<file path="src/rtl/sram_ctrl_pkg.sv">
// Shared types and default geometry for the 1RW SRAM controller.
// State encoding for the zero-fill / service FSM.
package sram_ctrl_pkg;

  localparam int DEF_ADDR_W     = 6;
  localparam int DEF_DATA_W     = 52;
  localparam int DEF_DEPTH      = 64;
  localparam int DEF_RESP_DEPTH = 3;

  typedef enum logic {
    S_INIT,
    S_READY
  } state_t;

endpackage

</file>
<file path="src/rtl/sram_ctrl_resp_fifo.sv">
// Read-response queue for the SRAM controller.
// Exports its fill count so the parent can meter request credit.
module sram_ctrl_resp_fifo
  import sram_ctrl_pkg::*;
#(
  parameter int DATA_W = DEF_DATA_W,
  parameter int DEPTH  = DEF_RESP_DEPTH,
  localparam int PW    = (DEPTH > 1) ? $clog2(DEPTH) : 1,
  localparam int CW    = $clog2(DEPTH + 1)
) (
  input  logic              clk,
  input  logic              rst,
  input  logic              push,
  input  logic [DATA_W-1:0] push_data,
  input  logic              pop,
  output logic [CW-1:0]     count,
  output logic [DATA_W-1:0] head
);

  logic [DATA_W-1:0] mem [DEPTH];
  logic [PW-1:0]     rd_ptr;
  logic [PW-1:0]     wr_ptr;
  logic              do_push;
  logic              do_pop;

  function automatic logic [PW-1:0] nxt(
    input logic [PW-1:0] p
  );
    return (p == PW'(DEPTH - 1)) ? '0 : p + 1'b1;
  endfunction

  assign do_pop  = pop && (count != '0);
  assign do_push = push &&
                   ((count != CW'(DEPTH)) || do_pop);

  always_ff @(posedge clk) begin
    if (rst) begin
      rd_ptr <= '0;
      wr_ptr <= '0;
      count  <= '0;
    end else begin
      if (do_push) wr_ptr <= nxt(wr_ptr);
      if (do_pop)  rd_ptr <= nxt(rd_ptr);
      unique case ({do_push, do_pop})
        2'b10:   count <= count + 1'b1;
        2'b01:   count <= count - 1'b1;
        default: ;
      endcase
    end
  end

  always_ff @(posedge clk) begin
    if (do_push) mem[wr_ptr] <= push_data;
  end

  assign head = (count != '0) ? mem[rd_ptr] : '0;

endmodule

</file>
<file path="src/rtl/sram_1rw_ctrl.sv">
// Valid/ready front end for a single-port synchronous SRAM macro.
// Zero-fills the array after reset, then meters reads by queue credit.
module sram_1rw_ctrl
  import sram_ctrl_pkg::*;
#(
  parameter int ADDR_W     = DEF_ADDR_W,
  parameter int DATA_W     = DEF_DATA_W,
  parameter int DEPTH      = DEF_DEPTH,
  parameter int RESP_DEPTH = DEF_RESP_DEPTH,
  parameter bit INIT_ZERO  = 1'b1
) (
  input  logic              clk,
  input  logic              rst,
  input  logic              req_valid,
  output logic              req_ready,
  input  logic              req_write,
  input  logic [ADDR_W-1:0] req_addr,
  input  logic [DATA_W-1:0] req_data,
  output logic              resp_valid,
  input  logic              resp_ready,
  output logic [DATA_W-1:0] resp_data,
  output logic              init_done,
  output logic              sram_en,
  output logic              sram_write,
  output logic [ADDR_W-1:0] sram_addr,
  output logic [DATA_W-1:0] sram_wdata,
  input  logic [DATA_W-1:0] sram_rdata
);

  localparam int CW = $clog2(RESP_DEPTH + 1);
  localparam logic [CW:0] CREDITS = (CW + 1)'(RESP_DEPTH);
  localparam logic [ADDR_W:0] LAST = (ADDR_W + 1)'(DEPTH - 1);

  state_t          state;
  logic [ADDR_W:0] init_cnt;
  logic            rd_pend;
  logic            req_fire;
  logic            in_init;
  logic [CW-1:0]   q_count;
  logic [CW:0]     used;

  assign in_init   = (state == S_INIT);
  assign init_done = !in_init;

  // A read in flight already owns a queue slot.
  assign used      = {1'b0, q_count} + {{CW{1'b0}}, rd_pend};
  assign req_ready = !in_init && (used < CREDITS);
  assign req_fire  = req_valid && req_ready;

  always_ff @(posedge clk) begin
    if (rst) begin
      state    <= INIT_ZERO ? S_INIT : S_READY;
      init_cnt <= '0;
      rd_pend  <= 1'b0;
    end else begin
      rd_pend <= req_fire && !req_write;
      if (in_init) begin
        init_cnt <= init_cnt + 1'b1;
        if (init_cnt == LAST) state <= S_READY;
      end
    end
  end

  always_comb begin
    sram_en    = 1'b0;
    sram_write = 1'b0;
    sram_addr  = '0;
    sram_wdata = '0;
    unique case (1'b1)
      in_init: begin
        sram_en    = 1'b1;
        sram_write = 1'b1;
        sram_addr  = init_cnt[ADDR_W-1:0];
      end
      req_fire: begin
        sram_en    = 1'b1;
        sram_write = req_write;
        sram_addr  = req_addr;
        sram_wdata = req_data;
      end
      default: ;
    endcase
  end

  sram_ctrl_resp_fifo #(
    .DATA_W (DATA_W),
    .DEPTH  (RESP_DEPTH)
  ) u_resp_fifo (
    .clk       (clk),
    .rst       (rst),
    .push      (rd_pend),
    .push_data (sram_rdata),
    .pop       (resp_ready),
    .count     (q_count),
    .head      (resp_data)
  );

  assign resp_valid = (q_count != '0);

endmodule
</file>
<file path="config.mk">
export PLATFORM = sky130hd
export DESIGN_NAME = sram_1rw_ctrl
export DESIGN_NICKNAME = d
export VERILOG_FILES = /design/src/rtl/sram_ctrl_pkg.sv /design/src/rtl/sram_ctrl_resp_fifo.sv /design/src/rtl/sram_1rw_ctrl.sv
export SDC_FILE = /design/constraint.sdc
export NUM_CORES = 1
export LEC_CHECK = 0
export CAP_MARGIN = 25
export CORE_ASPECT_RATIO = 0.5
export CORE_MARGIN = 2
export CORE_UTILIZATION = 25
export DETAILED_ROUTE_END_ITERATION = 12
export PLACE_DENSITY = 0.58
export SLEW_MARGIN = 25
export SYNTH_ARGS = -nofsm -noshare
export SYNTH_HDL_FRONTEND = slang
export SYNTH_SLANG_ARGS = --single-unit
</file>
<file path="constraint.sdc">
create_clock -name clk -period 16.45 [get_ports clk]
set_input_delay 3.29 -clock clk [delete_from_list [all_inputs] [get_ports clk]]
set_output_delay 3.29 -clock clk [all_outputs]
set_load 0.005 [all_outputs]
</file>
==> Word-level counts from Yosys, hierarchy flattened <==
Memory sizes are Yosys's and may differ from the RTL's. A register that Yosys moved wholly into a read port is not among the register bits.
Index checks and enable logic that the tools add are counted.
{ "word_totals": {"mem_count": 1, "ram_bits": 156, "register_bits": 15, "in_bits": 115, "output_inout_bits": 115, "elab_cells": 45} }
{ "mem_list": {"columns": ["memory", "depth", "width", "read_ports", "rd_clocked_by_memory_dff", "wr", "line_no", "text"], "rows": [
  ["u_resp_fifo.mem", 3, 52, 1, 1, 1, "sram_ctrl_resp_fifo.sv:20", "logic [DATA_W-1:0] mem [DEPTH];"]
]} }
{ "classes": {"mux": 14, "n_reduce_logical": 10, "bitwise": 1, "eq_ne": 6, "n_lt_le_gt_ge": 1, "add_sub_neg": 6} }
{ "ops": {"columns": ["op", "count"], "rows": [
  ["$mux 52", 2],
  ["$pmux 6 s2", 1],
  ["$mux 2", 4],
  ["$add 7x1->7 const B", 1],
  ["$eq 7x6->1 const B", 1],
  ["$add 2x1->2 const B", 3],
  ["$eq 2x2->1 const B", 3],
  ["$logic_and 1x1->1", 5],
  ["$mux 1", 5],
  ["$pmux 2 s2", 1],
  ["$reduce_bool 2->1", 2],
  ["$add 2x1->3", 1],
  ["$lt 3x2->1 const B", 1],
  ["$eq 2x1->1 const B", 1],
  ["$ne 2x2->1 const B", 1],
  ["$pmux 1 s2", 1],
  ["$reduce_or 2->1", 1],
  ["$sub 2x1->2 const B", 1],
  ["$logic_not 1->1", 1],
  ["$logic_or 1x1->1", 1],
  ["$not 1->1", 1]
]} }

==> Depth between registers and ports, before layout <==
Gate-level depths: netlist (run 1).
{ "depth": {"ltp_word": 6, "depth_mapped": 6} }

==> Modules after synthesis <==
A second synthesis (run 1) with hierarchy kept.
{ "hier_totals": {"hier_cells": 477, "area_unflattened_um2": 7325.8} }
{ "by_module_without_submodules": {"columns": ["module", "n_inst", "cells_each", "area_each_um2"], "rows": [
  ["sram_ctrl_resp_fifo", 1, 367, 6451.2],
  ["sram_1rw_ctrl", 1, 110, 874.6]
]} }

==> Worst setup path after synthesis (run 1) <==
No wires, ideal clock.
{ "synth_path": {"path_kind": "input -> register", "startpoint": "input resp_ready", "endpoint": "memory u_resp_fifo.mem[1][0] (netlist name) (enable)", "setup_ns": 0.537, "setup_slack_ns": 8.677, "t_arrival_ns": 7.237, "required_ns": 15.913, "path_stages": 2, "path_buffers": 0, "cell_sequence": "o21ai_2 > nor3b_1"} }
{ "synth_via": {"elab_chain_len": 5} }
{ "synth_lines": {"columns": ["item", "line_no", "text"], "rows": [
  ["from (decl)", "sram_1rw_ctrl.sv:20", "input logic resp_ready,"],
  ["$logic_and 1x1->1", "sram_ctrl_resp_fifo.sv:32", "assign do_pop = pop && (count != '0);"],
  ["$logic_or 1x1->1", "sram_ctrl_resp_fifo.sv:34", "((count != CW'(DEPTH)) || do_pop);"],
  ["$logic_and 1x1->1", "sram_ctrl_resp_fifo.sv:33", "assign do_push = push &&"],
  ["$mux 1", "sram_ctrl_resp_fifo.sv:53", "if (do_push) mem[wr_ptr] <= push_data;"],
  ["$mux 1 (implied by the code)", "sram_ctrl_resp_fifo.sv:53", null],
  ["to (decl)", "sram_ctrl_resp_fifo.sv:20", null]
]} }
Every way passes these cells.

==> Final worst setup path (run 1) <==
{ "layout_path": {"startpoint": "input req_valid", "endpoint": "output sram_wdata[2]"} }
{ "layout_via": {"elab_chain_len": 2} }
{ "layout_lines": {"columns": ["item", "line_no", "text"], "rows": [
  ["from (decl)", "sram_1rw_ctrl.sv:14", "input logic req_valid,"],
  ["$logic_and 1x1->1", "sram_1rw_ctrl.sv:48", "assign req_fire = req_valid && req_ready;"],
  ["$mux 52", "sram_1rw_ctrl.sv:69", "unique case (1'b1)"],
  ["to (decl)", "sram_1rw_ctrl.sv:26", "output logic [DATA_W-1:0] sram_wdata,"]
]} }
Every way passes these cells.

==> flow_summary.toml, run 1 <==
[cts]
cts_htree_levels = 4
ctsHoldBuffers = 0
post-cts-setup-buffer-count = 0
numCtsBuffers = 17
root_buffer = "clkbuf_16"
cts_buffer_depth = 2
post_cts_resized = 0
clock-sinks = 173
clkTransAtPathRegs_ns = 0.06
tritoncts = "built"
clock_latency_ns = 0.42

[yosys]
yosysTopAreaCell = "edfxtp_1"
synthArstFlopShare_pct = 0
synth_area_per_cell_um2 = 15.3
synth-seq-cells = 173
synth_cell_types = 36
synth_edf_count = 156
synth.yosys.seq_area_share_pct = 69.1
netlist_area_mm2 = 0.00727
synth_area_leaders = "edfxtp_1 (64%), mux2_2 (8.2%), mux2i_1 (7.6%)"
synth_nets = 594
ys.flop_type = "edfxtp_1"
synth_cells = 475
synth_top_area_share_pct = 64.4
yosysWarnings = 0

[finish]
final_cell_area_mm2 = 0.0106
final_nets = 823
multi_input_area_mm2 = 0.00212
drive_gt1_share_pct = 14.2
area_delta_synth_final_pct = 46.1
utilization_pct = 36.9
layout_commonest_cell = "clkdlybuf4s50_1"
final_cell_mix = "clkdlybuf4s50_1 (229), edfxtp_1 (156), nor2_1 (61)"
fill_cells = 2758
n_antenna_cell = 0
regArea_mm2 = 0.00503

[drt]
vias = 4591
wl_per_cell_um = 15.7
ant_nets = 0
drc_errors = 0
drt_iter0_markers = 184
wirelength_mm = 17.4
viasPerCell = 4.15
drt_pass1_iterations = 4

[global_routing]
grt_max_degree = 61
antenna_found_initial = 0
grtUsageTotal_pct = 11.4
grt_pass1_wl_mm = 26.5
overflow = 0
grt_pass1_vias = 4819

[die]
die_w_um = 245
ioPinCount = 230
start_util_pct = 25.3
dieArea_mm2 = 0.0306
rows = 44
core_mm2 = 0.0288
die_h_um = 125

[hold_path]
hold_path.class = "reg -> reg"
min_delay_path_depth = 2

[critical_path]
critPathArrivalTime_ns = 5.23
cp_slowest_cell = "clkdlybuf4s50_1"
cp-start-kind = "primary input"
worst-setup-path-type = "in -> out"
cpMostUsedCell = "clkdlybuf4s50_1"
critical_path_peak_fanout = 60
cp.required_ns = 13.16
critPathCaptureType = "primary output"
cp_cell_sequence = "clkdlybuf4s50_1 > inv_1 > a2111oi_4 > buf_4 > and2_1 > clkdlybuf4s50_1"
ff2ff_path_depth = 4
critPathMaxStageDelay_ns = 0.52

[timing]
worst-slew-pin-transition_ns = 0.830
period_share_pct = 51.8
rsz0062_at_grt = "no"
fin_hold_ws_ns = 0.498
slew-limit-headroom_pct = 44.7
hold_viol = 0
fmax_mhz = 117
maxSlewViolCount = 0
fin_skew_ns = 0.00949
setup_viol_count_final = 0
tns_ns = 0
layout_min_cycle_time_ns = 8.52

[power_and_ir_drop]
combPwrFrac_pct = 3.7
seq_power_share_pct = 51.7
powerDensity_mw_per_mm2 = 87.2
power_switching_share_pct = 19.5
leakage_nw = 3.43
total_power_w = 0.000926
internal-power_w = 0.000746
ir_drop_v = 0.0000649
p_sw_w = 0.000181
clkPwrFrac_pct = 44.5

[placement]
dp_hpwl_mm = 10.6
port_buffers = 229
placed_cell_area_mm2 = 0.0100
gp_congestion = 0.708

[flow_run]
cap_violations = 0

[run_status]
status = "completed"
-- sequential cells by signal (all words and copies together) (netlist names), named ones only --
signal,flops
init_cnt,7
init_done,1
rd_pend,1
u_resp_fifo.count,2
u_resp_fifo.mem,156
u_resp_fifo.rd_ptr,2
u_resp_fifo.wr_ptr,2
-- metal layers --
layer / part of all wire [%] / vias up / GRT usage, %
li1: - / 2195 / -
met1: 42 / 2291 / 13.1
met2: 53 / 99 / 20.9
met3: 4.2 / 6 / 2.82
met4: 0.64 / 0 / 3.01
met5: 0 / - / 0
-- stage by stage --
| stage | std cells | setup slack (ns) |
|---|---|---|
| floorplan | 475 | 8.68 |
| global placement | 1075 | 7.89 |
| global route | 1107 | 7.77 |
| detailed placement | 1075 | 7.89 |
| CTS | 1106 | 7.87 |
| finish | 1107 | 7.93 |
-- critical path: cells and delay by family --
family	cells	cell delay (ns)
AO/OA/AOI/OAI	1	0.27
AND/OR/NAND/NOR	1	0.19
buffers and inverters	4	1.47
-- power by group through the flow --
| stage | clock network, W | logic [W] | registers, W |
|---|---|---|---|
| 2_1_floorplan | 0 | 0.00000297 | 0.000489 |
| 3_3_place_gp | 0 | 0.0000338 | 0.000489 |
| 3_5_place_dp | 0 | 0.0000348 | 0.000489 |
| 4_1_cts | 0.000425 | 0.0000349 | 0.000479 |
| 5_1_grt | 0.000440 | 0.0000370 | 0.000479 |
| 6_report | 0.000413 | 0.0000345 | 0.000479 |
-- area by class of cell --
type | instances | share of cell area (%)
clock buffer | 17 | 4.00
tap | 391 | 4.60
multi-input combinational | 271 | 20.0
timing repair buffer | 236 | 22.3
inverter | 5 | 0.200
sequential | 173 | 47.3
clock inverter | 14 | 1.66
-- cell usage after synthesis (2+ instances only) --
master and count:
a211oi_1 2, or3_1 3, a21oi_1 3, nand4b_1 2, nor3_1 2, mux2i_1 55, xor2_1 4, buf_2 11
dfxtp_1 17, inv_1 4, nor2_1 62, edfxtp_1 156, nor2b_1 3, nand2_1 3, nand2b_1 2, ha_1 4
xnor2_1 2, o21ai_0 2, and2_1 52, clkbuf_1 8, mux2_2 53, a22o_1 6, clkbuf_2 5, nor3b_1 2
-- path summary, 6_finish.rpt --
path                                       from                               end  slack (ns)
max                                   req_valid                     sram_wdata[2]        7.93
min          u_resp_fifo.rd_ptr[0]$_SDFFE_PP0P_                              flop        0.50
max reg2reg   u_resp_fifo.count[0]$_SDFFE_PP0P_  u_resp_fifo.mem[1][46]$_DFFE_PP_       14.55
min reg2reg  u_resp_fifo.rd_ptr[0]$_SDFFE_PP0P_                              flop        0.50
-- kinds of logic after synthesis --
family / synth area share (%)
flops: 69.1
simple gates: 9.51
mux: 15.8
buf+inv: 2.06
compound gates: 2.15
xor+xnor: 0.723
fa+ha+maj: 0.688
No activity file was read; power rests on OpenSTA's default activity.
==> run 2: changes to the inputs <==
PLACE_DENSITY = 0.6   (was 0.58)
clock period = 7.1 ns   (was 16.45 ns; I/O delays follow)
==> run 2 against run 1 <==
  * Final area down 0.44%
  * Flip-flop and latch count stayed put
  * Sequential share of layout area increased by 0.21 points
  * First-iteration DRC count is 56% higher
  * Utilization is 0.16 points lower
  * Total power rose by 120%
  * Via count shrank 0.37%
  * Largest cell class unchanged
==> flow_summary.toml, run 2 (synthesized netlist as in run 1, its figures left out) <==
[drt]
ant_nets = 0
vias = 4574
wl_per_cell_um = 15.9
drt_iter0_markers = 287
drc_errors = 0
viasPerCell = 4.13
wirelength_mm = 17.6
drt_pass1_iterations = 6

[timing]
tns_ns = 0
period_share_pct = 67.5
fmax_mhz = 209
maxSlewViolCount = 0
hold_viol = 0
layout_setup_ws_ns = 2.31
slew-limit-headroom_pct = 44.6
fin_skew_ns = 0.00734
rsz0062_at_grt = "no"
layout_min_cycle_time_ns = 4.79
setup_viol_count_final = 0
worst-slew-pin-transition_ns = 0.830

[power_and_ir_drop]
leakage_nw = 3.41
power_switching_share_pct = 21.4
combPwrFrac_pct = 3.9
powerDensity_mw_per_mm2 = 196
ir_drop_v = 0.000130
p_sw_w = 0.000443
clkPwrFrac_pct = 42.6
seq_power_share_pct = 53.5
internal-power_w = 0.00163

[placement]
placed_cell_area_mm2 = 0.0100
gp_congestion = 0.724
placed_cells = 1075
port_buffers = 229
post-place-ws_ns = 2.25
dp_hpwl_mm = 11.4

[die]
ioPinCount = 230
dieArea_mm2 = 0.0306
start_util_pct = 25.3
die_h_um = 125
core_mm2 = 0.0288
die_w_um = 245
rows = 44

[critical_path]
critPathArrivalTime_ns = 3.37
cp_top_family = "buffers and inverters"
critical_path_peak_fanout = 60
worst-setup-path-type = "in -> out"
cpMostUsedCell = "clkdlybuf4s50_1"
cp.buffers_inverters = 4
critPathMaxStageDelay_ns = 0.51
rrSetupSlack_ns = 5.21
cp-start-kind = "primary input"
critPathCaptureType = "primary output"
cp_cell_sequence = "clkdlybuf4s50_1 > inv_1 > a2111oi_4 > buf_4 > and2_1 > clkdlybuf4s50_1"
cp.required_ns = 5.68
cp_slowest_cell = "clkdlybuf4s50_1"

[global_routing]
grt_max_degree = 61
grtUsageTotal_pct = 11.6
grt_pass1_vias = 4938
overflow = 0
antenna_found_initial = 0
grt_pass1_wl_mm = 27.0

[cts]
post-cts-setup-buffer-count = 0
cts_buffer_depth = 2
tritoncts = "built"
numCtsBuffers = 17
clkTransAtPathRegs_ns = 0.07
clock-sinks = 173
post_cts_resized = 0
cts_htree_levels = 4
ctsHoldBuffers = 0
root_buffer = "clkbuf_16"
clock_latency_ns = 0.43

[finish]
regMostFlops = "u_resp_fifo.mem"
reg.largest.list = "u_resp_fifo.mem (156), init_cnt (7)"
n_antenna_cell = 0
regArea_mm2 = 0.00503
multi_input_area_mm2 = 0.00212
final_cell_mix = "clkdlybuf4s50_1 (229), edfxtp_1 (156), nor2_1 (61)"
utilization_pct = 36.8
layout_commonest_cell = "clkdlybuf4s50_1"
final_cell_area_mm2 = 0.0106
final_nets = 823
fill_cells = 2764
instances_no_fill = 1108
drive_gt1_share_pct = 14.4
largest_reg_flops = 156
area_delta_synth_final_pct = 45.5

[hold_path]
hold_path.class = "reg -> reg"

[run_status]
status = "completed"

[flow_run]
cap_violations = 0
[run 2: cell types whose count changed in the layout (fill, tap and decap cells not counted)]
cell       change
clkinv_2       +1
inv_8          +2
clkbuf_1       +1
clkinv_1       -1
bufinv_16      -3
clkinv_8       +1
[run 2: path summary, 6_finish.rpt]
path | startpoint | to | cells after the start
min reg2reg | u_resp_fifo.rd_ptr[0]$_SDFFE_PP0P_ | flop | 2
min | u_resp_fifo.rd_ptr[0]$_SDFFE_PP0P_ | flop | 2
max | req_valid | sram_wdata[12] | 6
max reg2reg | u_resp_fifo.count[0]$_SDFFE_PP0P_ | u_resp_fifo.mem[2][25]$_DFFE_PP_ | 4
[run 2: metal layers]
layer | GRT usage [%] | part of all wire, % | up-vias
met2 | 21.3 | 53 | 118
met5 | 0 | 0 | -
met1 | 13.1 | 41 | 2249
met3 | 3.10 | 4.9 | 15
li1 | - | - | 2192
met4 | 3.55 | 1.1 | 0
[run 2: through the flow]
| stage | hold WS [ns] | total power (W) |
|---|---|---|
| after global routing | 0.552 | 0.00214 |
| after detailed placement | 0.473 | 0.00121 |
| final | 0.496 | 0.00207 |
| after floorplan | 0.450 | 0.00114 |
| after global placement | 0.455 | 0.00121 |
| after CTS | 0.504 | 0.00210 |
[run 2: power by group through the flow]
stage | combinational, W | sequential, W | clock, W
6_report | 0.0000811 | 0.00111 | 0.000883
5_1_grt | 0.0000867 | 0.00111 | 0.000948
4_1_cts | 0.0000822 | 0.00111 | 0.000907
3_5_place_dp | 0.0000819 | 0.00113 | 0
3_3_place_gp | 0.0000794 | 0.00113 | 0
2_1_floorplan | 0.00000687 | 0.00113 | 0
[run 2: final cells by class]
cell class	instances	share of cell area, %
clock buffers	18	4.06
clock inverters	14	1.19
inverters	5	0.201
multi-input cells	271	20.0
flip-flops and latches	173	47.5
well taps	391	4.62
repair buffers	236	22.3
[run 2: worst reg2reg max path: stages, from the launching register on]
cell     delay, ns
dfxtp_1       0.40
nand2_1       0.11
o21ai_2       0.12
nor3b_2       0.19
buf_4         0.69
==> run 3: changes to the inputs <==
PLACE_DENSITY = 0.58   (was 0.6)
clock period = 5 ns   (was 7.1 ns; I/O delays follow)
==> run 3 against run 2 <==
  * Combinational power grew 42%
  * Worst hold slack worse by 0.0042 ns
  * Flip-flop and latch count is the same
  * Clock power is 43% higher
  * Utilization about the same
  * Non-clock buffer count is 1 lower
  * Clock skew rose by 0.0071 ns
  * Sequential share of layout area about the same
==> flow_summary.toml, run 3 (synthesized netlist as in run 1, its figures left out) <==
[run_status]
status = "completed"

[drt]
ant_nets = 0
vias = 4643
drc_errors = 0
wl_per_cell_um = 15.9
wirelength_mm = 17.6
drt_pass1_iterations = 4
drt_iter0_markers = 166
viasPerCell = 4.19

[timing]
maxSlewViolCount = 0
setup_viol_count_final = 0
slew-limit-headroom_pct = 32.2
fin_skew_ns = 0.0145
worst-slew-pin-transition_ns = 1.02
tns_ns = 0
period_share_pct = 78.8
hold_viol = 0
layout_min_cycle_time_ns = 3.94
layout_setup_ws_ns = 1.06
rsz0062_at_grt = "no"
fmax_mhz = 254

[cts]
clock_latency_ns = 0.42
tritoncts = "built"
post_cts_resized = 0
clkTransAtPathRegs_ns = 0.06
ctsHoldBuffers = 0
numCtsBuffers = 17
root_buffer = "clkbuf_16"
clock-sinks = 173
cts_buffer_depth = 2
cts_htree_levels = 4
post-cts-setup-buffer-count = 0

[global_routing]
grt_max_degree = 62
antenna_found_initial = 2
grt_pass1_vias = 5051
grtUsageTotal_pct = 11.7
overflow = 0
grt_pass1_wl_mm = 27.5

[placement]
port_buffers = 229
dp_hpwl_mm = 11.3
post-place-ws_ns = 1.04
gp_congestion = 0.744

[die]
core_mm2 = 0.0288
start_util_pct = 25.3
rows = 44
dieArea_mm2 = 0.0306
die_w_um = 245
ioPinCount = 230
die_h_um = 125

[finish]
layout_commonest_cell = "clkdlybuf4s50_1"
reg.largest.list = "u_resp_fifo.mem (156), init_cnt (7)"
regArea_mm2 = 0.00503
final_cell_mix = "clkdlybuf4s50_1 (229), edfxtp_1 (156), nor2_1 (61)"
area_delta_synth_final_pct = 45.5
drive_gt1_share_pct = 14.2
fill_cells = 2734
regMostFlops = "u_resp_fifo.mem"
largest_reg_flops = 156
multi_input_area_mm2 = 0.00214
final_nets = 822

[critical_path]
cp_cell_sequence = "clkdlybuf4s50_1 > inv_1 > a2111oi_4 > buf_4 > a22o_1 > clkdlybuf4s50_1"
cp.required_ns = 4.00
cp-start-kind = "primary input"
critical_path_peak_fanout = 61
r2r_end = "rd_pend$_SDFF_PP0_"
cp_slowest_cell = "clkdlybuf4s50_1"
rr_startpoint = "u_resp_fifo.count[0]$_SDFFE_PP0P_"
cp.depth = 6
critPathMaxStageDelay_ns = 0.52
ff2ff_path_depth = 5
critPathCaptureType = "primary output"
cp.buffers_inverters = 4
rrSetupSlack_ns = 2.98
cpMostUsedCell = "clkdlybuf4s50_1"
cp_top_family = "buffers and inverters"
critPathArrivalTime_ns = 2.94
worst-setup-path-type = "in -> out"

[power_and_ir_drop]
powerDensity_mw_per_mm2 = 279
total_power_w = 0.00295
ir_drop_v = 0.000257
leakage_nw = 3.38

[hold_path]
min_delay_path_depth = 2
hold_path.class = "reg -> reg"
min-delay-start = "u_resp_fifo.rd_ptr[0]$_SDFFE_PP0P_"

[flow_run]
cap_violations = 0
[run 3: final cells by class]
type | instances | share of cell area [%]
Multi-Input combinational cell | 271 | 20.2
Timing Repair Buffer | 235 | 22.1
Clock buffer | 18 | 4.05
Sequential cell | 173 | 47.5
Clock inverter | 14 | 1.26
Tap cell | 391 | 4.62
Inverter | 5 | 0.201
Antenna cell | 2 | 0.0473
[run 3: worst register-to-register path, cell delays in order (launching register included)]
cell,delay (ns)
dfxtp_1,0.48
ha_1,0.21
ha_1,0.27
a2111oi_4,0.35
buf_4,0.42
nor3b_2,0.23
[run 3: how the worst max path moves through the flow]
stage | start | to | slack [ns]
2_1_floorplan | resp_ready | u_resp_fifo.mem[1][0]$_DFFE_PP_ | 1.34
3_3_place_gp | req_valid | sram_wdata[39] | 1.06
3_5_place_dp | req_valid | sram_wdata[39] | 1.04
4_1_cts | req_valid | sram_wdata[36] | 1.03
5_1_grt | u_resp_fifo.count[0]$_SDFFE_PP0P_ | sram_addr[0] | 0.93
6_report | req_valid | sram_addr[1] | 1.06
[run 3: stage by stage]
step | cells | area (µm²) | hold slack [ns] | util (%)
floorplan | 475 | 7290 | 0.450 | -
global placement | 1075 | 10000 | 0.457 | 34.8
detailed placement | 1075 | 10000 | 0.484 | 34.8
CTS | 1107 | 10600 | 0.495 | 36.7
global route | 1109 | 10600 | 0.535 | 36.8
finish | 1109 | 10600 | 0.492 | 36.8
[run 3: layer usage]
metal | up-vias | GRT usage [%] | share of wire (%)
met4 | 0 | 3.77 | 1.6
met1 | 2324 | 13.4 | 41
met5 | - | 0 | 0
met2 | 98 | 21.7 | 54
met3 | 15 | 2.22 | 2.8
li1 | 2206 | - | -
[run 3: report_power, final]
part	internal [W]	switching (W)
Sequential	0.00157	0.00000332
Clock	0.000696	0.000566
Combinational	0.0000859	0.0000288
